`config.mk`:
```
export PLATFORM = sky130hd
export DESIGN_NAME = fft_burst_capture
export DESIGN_NICKNAME = d
export VERILOG_FILES = /design/src/rtl/fft_burst_pkg.sv /design/src/rtl/fft_burst_capture_buffer.sv /design/src/rtl/fft_burst_capture.sv
export SDC_FILE = /design/constraint.sdc
export NUM_CORES = 1
export LEC_CHECK = 0
export BUFFER_PORTS_ARGS = -buffer_cell sky130_fd_sc_hd__buf_4
export CORE_ASPECT_RATIO = 1.5
export CORE_MARGIN = 2
export CORE_UTILIZATION = 42
export DETAILED_ROUTE_END_ITERATION = 8
export GPL_ROUTABILITY_DRIVEN = 1
export HOLD_SLACK_MARGIN = 0.08
export SLEW_MARGIN = 20
export SYNTH_ARGS = -nofsm -noshare
export SYNTH_HDL_FRONTEND = slang
export SYNTH_SLANG_ARGS = --single-unit
```
`constraint.sdc`:
```
create_clock -name clk -period 9.87 [get_ports clk]
set_input_delay 1.4805 -clock clk [delete_from_list [all_inputs] [get_ports clk]]
set_output_delay 1.4805 -clock clk [all_outputs]
set_load 0.1 [all_outputs]
```
`src/rtl/fft_burst_pkg.sv`:
```
// fft_burst_pkg: shared FSM states and default burst geometry
package fft_burst_pkg;
  localparam int BURST_LEN_DEF = 32;
  localparam int DATA_W_DEF = 16;
  typedef enum logic [1:0] {IDLE, CAPTURE, DRAIN} state_t;
endpackage

```
`src/rtl/fft_burst_capture_buffer.sv`:
```
// burst_buffer: unreset sample store, sync write, combinational read
module burst_buffer #(
  parameter int BURST_LEN = 32,
  parameter int DATA_W = 16,
  localparam int CNT_W = $clog2(BURST_LEN)
) (
  input  logic              clk,
  input  logic              we,
  input  logic [CNT_W-1:0]  waddr,
  input  logic [DATA_W-1:0] wdata,
  input  logic [CNT_W-1:0]  raddr,
  output logic [DATA_W-1:0] rdata
);
  logic [DATA_W-1:0] mem_q [BURST_LEN];
  always_ff @(posedge clk) if (we) mem_q[waddr] <= wdata;
  assign rdata = mem_q[raddr];
endmodule

```
`src/rtl/fft_burst_capture.sv`:
```
// fft_burst_capture: capture one window-framed burst, check its length, replay it on a stream
module fft_burst_capture
  import fft_burst_pkg::*;
#(
  parameter int BURST_LEN = BURST_LEN_DEF,
  parameter int DATA_W = DATA_W_DEF,
  localparam int CNT_W = $clog2(BURST_LEN)
) (
  input  logic              clk,
  input  logic              rstn,
  input  logic              in_valid,
  input  logic [DATA_W-1:0] in_data,
  output logic              out_valid,
  input  logic              out_ready,
  output logic [DATA_W-1:0] out_data,
  output logic              out_last,
  output logic              busy,
  output logic              burst_done,
  output logic              len_err
);
  localparam logic [CNT_W-1:0] LAST = CNT_W'(BURST_LEN - 1);
  state_t state_q, state_d;
  logic [CNT_W-1:0] wr_idx_q, wr_idx_d, rd_idx_q, rd_idx_d, waddr;
  logic armed_q, armed_d, len_err_q, len_err_d, done_q, done_d, first_q, first_d, we;
  burst_buffer #(.BURST_LEN(BURST_LEN), .DATA_W(DATA_W)) u_buf (
    .clk(clk), .we(we), .waddr(waddr), .wdata(in_data), .raddr(rd_idx_q), .rdata(out_data)
  );
  assign out_valid = state_q == DRAIN;
  assign out_last = out_valid && rd_idx_q == LAST;
  assign busy = state_q != IDLE;
  assign burst_done = done_q;
  assign len_err = len_err_q;
  always_comb begin
    state_d = state_q;
    wr_idx_d = wr_idx_q;
    rd_idx_d = rd_idx_q;
    armed_d = in_valid ? armed_q : 1'b1;
    len_err_d = len_err_q;
    done_d = 1'b0;
    we = 1'b0;
    waddr = wr_idx_q;
    if (state_q == IDLE && in_valid && armed_q) begin
      we = 1'b1;
      waddr = '0;
      wr_idx_d = CNT_W'(1);
      armed_d = 1'b0;
      state_d = CAPTURE;
    end
    if (state_q == CAPTURE) begin
      we = in_valid;
      wr_idx_d = !in_valid ? '0 : wr_idx_q == LAST ? wr_idx_q : wr_idx_q + CNT_W'(1);
      rd_idx_d = '0;
      len_err_d = len_err_q || !in_valid;
      state_d = !in_valid ? IDLE : wr_idx_q == LAST ? DRAIN : CAPTURE;
    end
    if (state_q == DRAIN) begin
      len_err_d = len_err_q || (first_q && in_valid);
      if (out_ready) begin
        rd_idx_d = rd_idx_q == LAST ? '0 : rd_idx_q + CNT_W'(1);
        done_d = rd_idx_q == LAST;
        state_d = rd_idx_q == LAST ? IDLE : DRAIN;
      end
    end
    first_d = state_q == CAPTURE && state_d == DRAIN;
  end
  always_ff @(posedge clk or negedge rstn)
    if (!rstn) begin
      state_q <= IDLE;
      wr_idx_q <= '0;
      rd_idx_q <= '0;
      armed_q <= 1'b1;
      len_err_q <= 1'b0;
      done_q <= 1'b0;
      first_q <= 1'b0;
    end else begin
      state_q <= state_d;
      wr_idx_q <= wr_idx_d;
      rd_idx_q <= rd_idx_d;
      armed_q <= armed_d;
      len_err_q <= len_err_d;
      done_q <= done_d;
      first_q <= first_d;
    end
endmodule

```
# Word-level counts from Yosys, hierarchy flattened
# Memory sizes are Yosys's and may differ from the RTL's.
# Cells that the tools add are included.
[classes]
reduce_logical = 13
muxes = 26
add_sub_neg = 2
n_eq_ne = 7
[op_table]
columns = ["op", "n"]
rows = [
  ["$mux 5", 9],
  ["$mux 2", 7],
  ["$add 5x1->5 const B", 2],
  ["$eq 5x5->1 const B", 2],
  ["$mux 1", 10],
  ["$reduce_bool 2->1", 3],
  ["$logic_and 1x1->1", 5],
  ["$eq 2x2->1 const B", 2],
  ["$ne 3x3->1 const B", 1],
  ["$eq 2x1->1 const B", 1],
  ["$logic_not 2->1", 1],
  ["$logic_or 1x1->1", 2],
  ["$ne 2x1->1 const B", 1],
  ["$reduce_and 2->1", 1],
  ["$logic_not 1->1", 1],
]
[word_totals]
in_bits = 20
word_cells = 56
ramBits = 512
out_inout_bits = 21
reg_bits = 16
mem_count = 1
[memory_table]
columns = ["name", "words", "width", "read_ports", "rd_ports_with_merged_regs", "wr", "line", "text"]
rows = [
  ["u_buf.mem_q", 32, 16, 1, 0, 1, "fft_burst_capture_buffer.sv:14", "logic [DATA_W-1:0] mem_q [BURST_LEN];"],
]

# Logic depth before layout (Yosys ltp)
# Gate-level depths: netlist (run 1).
[depth]
depth_word = 9
ltp_mapped = 9
ltp_nobuf = 7

# By module
# A second synthesis (run 1) with hierarchy kept.
[unflattened]
cells_unflattened = 1220
hier_area_um2 = 21152.8
[by_module_without_submodules]
columns = ["mod", "cells_each", "instances", "area_each_um2", "seq_area_each_um2"]
rows = [
  ["burst_buffer", 1127, 1, 20215.6, 15374.7],
  ["fft_burst_capture", 93, 1, 937.1, 401.6],
]

# Worst setup path before layout (run 1)
# Ideal clock, no wire load.
[synth_path]
kind = "input -> register"
startpoint = "in in_valid"
endpoint = "mem u_buf.mem_q[28][0], enable pin"
path_slack_ps = 5643
n_path_buf = 2
arrival_ps = 3797
setup_time_ps = 430
stages = 6
required_ps = 9440
cell_sequence = "buf_2 > and3_1 > clkbuf_1 > nor2b_2 > nand3_1 > nor4_1"
[synth_via]
elab_chain_cells = 6
elab_cells_between_ends = 7
classes_between = "5 x mux; 2 x reduce/logical"
[synth_rtl]
columns = ["element", "line", "text"]
rows = [
  ["start: declaration", "fft_burst_capture.sv:11", "input logic in_valid,"],
  ["$logic_and 1x1->1 (2 in a row)", "fft_burst_capture.sv:42", "if (state_q == IDLE && in_valid && armed_q) begin"],
  ["$mux 1", "fft_burst_capture.sv:42", ""],
  ["$mux 1", "fft_burst_capture.sv:49", "if (state_q == CAPTURE) begin"],
  ["$mux 1", "fft_burst_capture_buffer.sv:15", "always_ff @(posedge clk) if (we) mem_q[waddr] <= wdata;"],
  ["$mux 1 (not written as such)", "fft_burst_capture_buffer.sv:15", ""],
  ["end: declaration", "fft_burst_capture_buffer.sv:14", ""],
]
# Parallel ways exist; a longest one is shown, timed or not.

# Worst setup path after layout (run 1)
[layout_path]
startpoint = "reg rd_idx_q[2]"
endpoint = "out out_data[7]"
[layout_via]
elab_chain_cells = 1
[layout_rtl]
columns = ["element", "line", "text"]
rows = [
  ["start: declaration", "fft_burst_capture.sv:23", "logic [CNT_W-1:0] wr_idx_q, wr_idx_d, rd_idx_q, rd_idx_d, waddr;"],
  ["start signal: assignment", "fft_burst_capture.sv:78", "rd_idx_q <= rd_idx_d;"],
  ["$mem_v2 32x16", "n/a", ""],
  ["end: declaration", "fft_burst_capture.sv:15", "output logic [DATA_W-1:0] out_data,"],
]
# Every way passes these cells.

==> reports/metrics.yaml, run 1 <==
status:
  outcome: "completed"
floorplan:
  die_h_um: 278
  core_area_mm2: 0.0494
  start_util_pct: 42.4
  pin_count: 41
  num_rows: 100
  dieArea_mm2: 0.0518
  die_x_um: 186
setup_path:
  arrival_ns: 3.49
  end_kind: "output pin"
  crit_path_cell_trace: "buf_4 -> mux2i_1 -> a22oi_1 -> nand4_1 -> nor2_1 -> buf_4"
  cp.required_ns: 8.39
  crit_family: "buffers and inverters"
  crit_start: "rd_idx_q[2]"
  crit_fanout: 56
  worst-path-stages: 6
  r2r_slack_ns: 6.89
  endpoint: "out_data[7]"
  path_class: "flip-flop to output pin"
  cpPeakStageDelay_ns: 0.78
  crit_top_cell: "buf_4"
  r2r_cells: 7
  crit_buf_inv: 2
  cp-start-kind: "flip-flop"
  critPathSlowestCell: "buf_4"
  r2r-end: "u_buf.mem_q[10][5]"
  rr_startpoint: "state_q[1]"
pwr:
  cellPowerDensity_mw_per_mm2: 201
  p_leak_nw: 7.01
  ir_drop_v: 0.000106
  totalPowerFinal_mw: 4.72
drt:
  vias: 10700
  wire_per_inst_um: 25.4
  vias_per_cell: 5.54
  antenna_left: 0
  first_pass_iters: 5
  wl_mm: 49.0
  drtIter0Drc: 1053
  drc: 0
cts:
  cts_buffers: 47
  htree_levels: 2
  cts_buffer_depth: 3
  clk_latency_ns: 0.56
  cts_root_buf: "clkbuf_16"
  cts_setup_buffers: 0
  cts_tree: "done"
  cts_resized: 0
  hold_buffers: 0
  path_clk_slew_ns: 0.06
  clock-sinks: 528
place:
  gp_congestion: 0.779
  dp_hpwl_mm: 28.8
  post-place-cells: 1842
  pre_cts_slack_ns: 5.48
  portBuffers: 40
  placed_cell_area_mm2: 0.0220
timing:
  finalSetupViolCount: 0
  fmax_mhz: 201
  holdWs_ns: 0.464
  skew_ns: 0.0107
  slew_viol_final: 0
  slew_headroom_pct: 26.4
  layout_setup_ws_ns: 4.90
  period_minus_slack_ns: 4.97
  hold_violations: 0
  rsz0062_at_grt: "false"
  period_share_pct: 50.3
  worstMarginPinSlew_ns: 1.10
  tns_ns: 0
cells_and_area:
  syn_to_final_growth_pct: 11.9
  final_layout_size_suffix_gt1_share_pct: 12.9
  fillers: 4118
  stdcell_count: 1927
  fin_util_pct: 47.5
  antennaDiodeCount: 0
  final_cell_area_mm2: 0.0235
  final_nets: 1255
worst_hold_path:
  worstHoldPathType: "flip-flop to flip-flop"
  hp-start: "len_err"
grt:
  grt_use_total_pct: 18.9
  grt_pass1_wl_mm: 71.7
  antenna_found_initial: 4
  first_global_vias: 10700
  grt_max_degree: 121
  grt_overflow_total: 0
synth:
  synth_area_mm2: 0.0210
  async_flop_share_pct: 3.03
  synth_nets: 1193
  synth_top_area_share_pct: 73.3
  yosys.cell_types.count: 45
  synthMostInstantiatedCell: "edfxtp_1"
  synth-warning-count: 0
  synth_area_leaders: "edfxtp_1, mux2i_1, a22oi_1"
  synth_top_area_cell: "edfxtp_1"
  avgSynthCellArea_um2: 18.0
  synthFlopType: "edfxtp_1"
  synth_seq_area_share_pct: 75.2
  synth_common_cells: "edfxtp_1, mux2i_1, a22oi_1"
  synth_cells: 1166
  synth-edff-count: 512
  ys_seq_elements: 528
flow_run:
  maxCapViolCount: 0
==> report_power, final <==
part           total, mW  switching, mW  leakage (nW)  internal, mW
clock network       1.78          0.769         0.737          1.01
registers           2.55         0.0265          4.81          2.52
logic              0.391          0.302          1.46        0.0884
total               4.72           1.10          7.01          3.62
==> worst min-delay path by stage <==
stage / end / cells past startpoint
2_1_floorplan: armed_q / 1
3_3_place_gp: len_err / 1
3_5_place_dp: len_err / 1
4_1_cts: len_err / 1
5_1_grt: len_err / 1
6_report: len_err / 1
==> cells in the final DEF (no fill, tap or decap), types with 10 or more instances in the layout <==
master     netlist  routed
nand2_1         14      14
nor2_1          56      56
buf_4           20      83
nand4_1         33      33
a22oi_1        127     127
clkbuf_1         9      10
edfxtp_1       512     512
o21ai_0         10      10
clkbuf_16        0      49
mux2i_1        256     256
dfrtp_1         15      14
==> state kept, by name (all words and copies together), names as in the netlist <==
register,count
armed_q,1
burst_done,1
first_q,1
len_err,1
rd_idx_q,5
state_q,2
u_buf.mem_q,512
wr_idx_q,5
==> cells by family after synthesis <==
group / count (synthesis) / synth area share, %
AO/OA/AOI/OAI: 153 / 5.35
XOR/XNOR: 1 / 0.0418
adder cells (fa/ha/maj): 7 / 0.418
buffers and inverters: 76 / 2.60
flip-flops: 528 / 75.2
multiplexers: 256 / 12.2
AND/OR/NAND/NOR: 145 / 4.12
==> routing by layer <==
metal	up-vias	wire length [um]	global-route usage, %
li1	4815	-	-
met1	5501	19300	22.6
met2	263	26500	35.1
met3	82	1980	2.35
met4	6	1220	5.91
met5	-	36	0
==> final cells by class <==
cell class                 count  area [um2]  area share [%]
multi-input combinational    562        4690            20.0
inverter                       5        18.8          0.0800
timing repair buffer          84         643            2.74
clock buffer                  62        1310            5.56
tap                          663         830            3.54
sequential                   528       15800            67.3
clock inverter                23         196           0.837
Power figures use the tool's default switching activity.
==> inputs of run 2 (changes only) <==
==> constraint.sdc (replaced) <==
create_clock -name clk -period 4.2 [get_ports clk]
set_input_delay 0.63 -clock clk [delete_from_list [all_inputs] [get_ports clk]]
set_output_delay 0.63 -clock clk [all_outputs]
set_load 0.1 [all_outputs]
==> run 2 against run 1 <==
Critical path depth increased by 1. Non-clock buffer count up 24. Sequential cell count unchanged. Routed wire length grew 0.62%. Via count rose by 0.98%. Power up 140%. Setup slack lost 4.6 ns. Hold slack worse by 0.13 ns. Combinational power up 130%. Clock-buffer cell count shrank 7. Sequential power increased by 130%. Sequential share of layout area shrank 0.83 points.
==> reports/metrics.yaml, run 2 (synthesis gave the netlist of run 1 again) <==
timing:
  slew_headroom_pct: 42.3  # +16 points
  finalSetupViolCount: 0  # unchanged
  worstMarginPinSlew_ns: 0.866  # -0.238 ns
  fmax_mhz: 256
  hold_violations: 0  # unchanged
  rsz0062_at_grt: "false"
  period_share_pct: 92.9
  skew_ns: 0.0117  # +0.00104 ns
  period_minus_slack_ns: 3.90
  slew_viol_final: 0  # unchanged
  tns_ns: 0  # unchanged
flow_run:
  maxCapViolCount: 0  # unchanged
floorplan:
  start_util_pct: 42.4  # unchanged
  dieArea_mm2: 0.0518  # unchanged
  num_rows: 100  # unchanged
  die_h_um: 278  # unchanged
  core_area_mm2: 0.0494  # unchanged
  die_x_um: 186  # unchanged
  pin_count: 41  # unchanged
setup_path:
  cp-start-kind: "flip-flop"
  crit_buf_inv: 3  # +1
  endpoint: "out_data[10]"
  rr_startpoint: "state_q[1]"
  crit_start: "rd_idx_q[2]"
  cpPeakStageDelay_ns: 0.82  # +0.04 ns
  crit_family: "buffers and inverters"
  worst-path-stages: 7  # +1
  critPathSlowestCell: "dfrtp_4"
  path_class: "flip-flop to output pin"
  crit_fanout: 32  # -43%
  crit_top_cell: "buf_4"
  end_kind: "output pin"
  r2r_slack_ns: 1.54  # -5.35 ns
  r2r-end: "u_buf.mem_q[19][6]"
  crit_path_cell_trace: "buf_12 -> buf_4 -> mux2i_1 -> a22oi_1 -> nand4_1 -> nor2_1 -> buf_4"
  r2r_cells: 7  # unchanged
  arrival_ns: 3.27  # -0.22 ns
  cp.required_ns: 3.57  # -4.82 ns
pwr:
  p_int_mw: 8.74  # +140%
  power.switching_mw: 2.58  # +140%
  cellPowerDensity_mw_per_mm2: 477  # +140%
  power_frac_comb_pct: 8.1  # -0.2 points
  seq_power_share_pct: 52.9  # -1.1 points
  p_leak_nw: 7.18  # +2.5%
  p_clk_share_pct: 39.0  # +1.3 points
  p_sw_share_pct: 22.8  # -0.45 points
  ir_drop_v: 0.000245  # +130%
cells_and_area:
  final_common_cell: "edfxtp_1"
  fillers: 4106  # -0.29%
  syn_to_final_growth_pct: 13.3
  largest_reg_flops: 512  # unchanged
  fin_util_pct: 48.1  # +0.59 points
  multiInputGateArea_mm2: 0.00469  # unchanged
  largest_register: "u_buf.mem_q"
  final_nets: 1278  # +1.8%
  largestRegisters: "u_buf.mem_q x512, rd_idx_q x5, wr_idx_q x5"
  final_layout_size_suffix_gt1_share_pct: 14.6  # +1.7 points
  layout_common_cells: "edfxtp_1, mux2i_1, a22oi_1"
  register_area_mm2: 0.0158  # unchanged
cts:
  clock-sinks: 528  # unchanged
  cts_setup_buffers: 0  # unchanged
  cts_tree: "done"
  clk_latency_ns: 0.56  # about the same
  cts_buffers: 46  # -2.1%
  cts_buffer_depth: 3  # unchanged
  cts_root_buf: "clkbuf_16"
  htree_levels: 2  # unchanged
  path_clk_slew_ns: 0.06  # about the same
drt:
  drtIter0Drc: 877  # -17%
  antenna_left: 0  # unchanged
  drc: 0  # unchanged
  vias_per_cell: 5.53  # -0.10%
  wl_mm: 49.3  # +0.62%
  wire_per_inst_um: 25.3  # -0.47%
  first_pass_iters: 5  # unchanged
  vias: 10800  # +0.98%
grt:
  antenna_found_initial: 1  # -3
  grt_max_degree: 48  # -60%
  first_global_vias: 10800  # +1.5%
  grt_overflow_total: 0  # unchanged
  grt_use_total_pct: 18.9  # about the same
  grt_pass1_wl_mm: 71.5  # -0.25%
place:
  dp_hpwl_mm: 30.6  # +6.2%
  portBuffers: 40  # unchanged
  gp_congestion: 0.808  # +3.8%
worst_hold_path:
  worstHoldPathType: "primary input to flip-flop"
status:
  outcome: "completed"
==> run 2: cell types whose count changed in the layout (fill, tap and decap cells not counted) <==
| cell | change |
|---|---|
| clkinv_8 | -1 |
| buf_12 | +3 |
| dlygate4sd3_1 | +1 |
| buf_4 | +20 |
| clkbuf_8 | -3 |
| bufinv_16 | +5 |
| inv_6 | -1 |
| diode_2 | +1 |
| clkbuf_1 | -4 |
| clkinv_1 | -2 |
| clkinv_2 | +2 |
==> run 2: worst min-delay path by stage <==
stage,start,endpoint,cells after the start
4_1_cts,out_ready,rd_idx_q[4],3
5_1_grt,out_ready,rd_idx_q[4],3
3_5_place_dp,len_err,len_err,1
3_3_place_gp,len_err,len_err,1
2_1_floorplan,rstn,burst_done,0
6_report,out_ready,rd_idx_q[4],3
==> run 2: what timing repair did <==
item / 4_1_cts / 5_1_grt
resized for setup: 0 / 0
hold endpoints to repair: 15 / 0
hold buffers: 1 / 0
==> run 2: layout make-up <==
cell class	instances	share of cell area (%)
multi-input cells	562	19.7
flip-flops and latches	528	66.4
clock inverters	26	1.36
repair buffers	108	3.63
inverters	5	0.0790
well taps	663	3.49
clock buffers	55	5.26
diodes	1	0.0105
==> run 2: worst reg2reg max path, stage by stage (launching register included) <==
cell and delay, ns:
dfrtp_1 0.40, inv_1 0.08, ha_1 0.40, nand2_1 0.26, a21oi_1 0.27, nand3_1 0.33
nor2_1 0.19, buf_4 0.36
==> run 2: routing by layer <==
layer,share of wire [%],GRT usage (%),vias up
met5,0,0,-
met4,4.2,8.47,0
met3,3.7,2.02,91
met2,53,34.4,280
met1,39,22.4,5547
li1,-,-,4854
==> run 2: power by group through the flow <==
stage	logic (mW)	registers, mW	clock network [mW]
detailed placement	0.921	6.11	0
global placement	0.910	6.10	0
floorplan	0.621	6.07	0
finish	0.914	5.99	4.42
global route	0.963	6.00	4.66
CTS	0.924	5.99	4.49
==> run 2: per-stage QoR <==
stage | instances | area, um2 | setup slack, ns | power (mW) | hold slack (ns)
2_1_floorplan | 1166 | 21000 | 0.824 | 6.69 | 0.334
3_3_place_gp | 1865 | 22200 | 0.921 | 7.01 | 0.447
3_5_place_dp | 1865 | 22200 | 0.889 | 7.03 | 0.450
4_1_cts | 1947 | 23800 | 0.292 | 11.4 | 0.317
5_1_grt | 1948 | 23800 | 0.204 | 11.6 | 0.346
6_report | 1948 | 23800 | 0.297 | 11.3 | 0.338
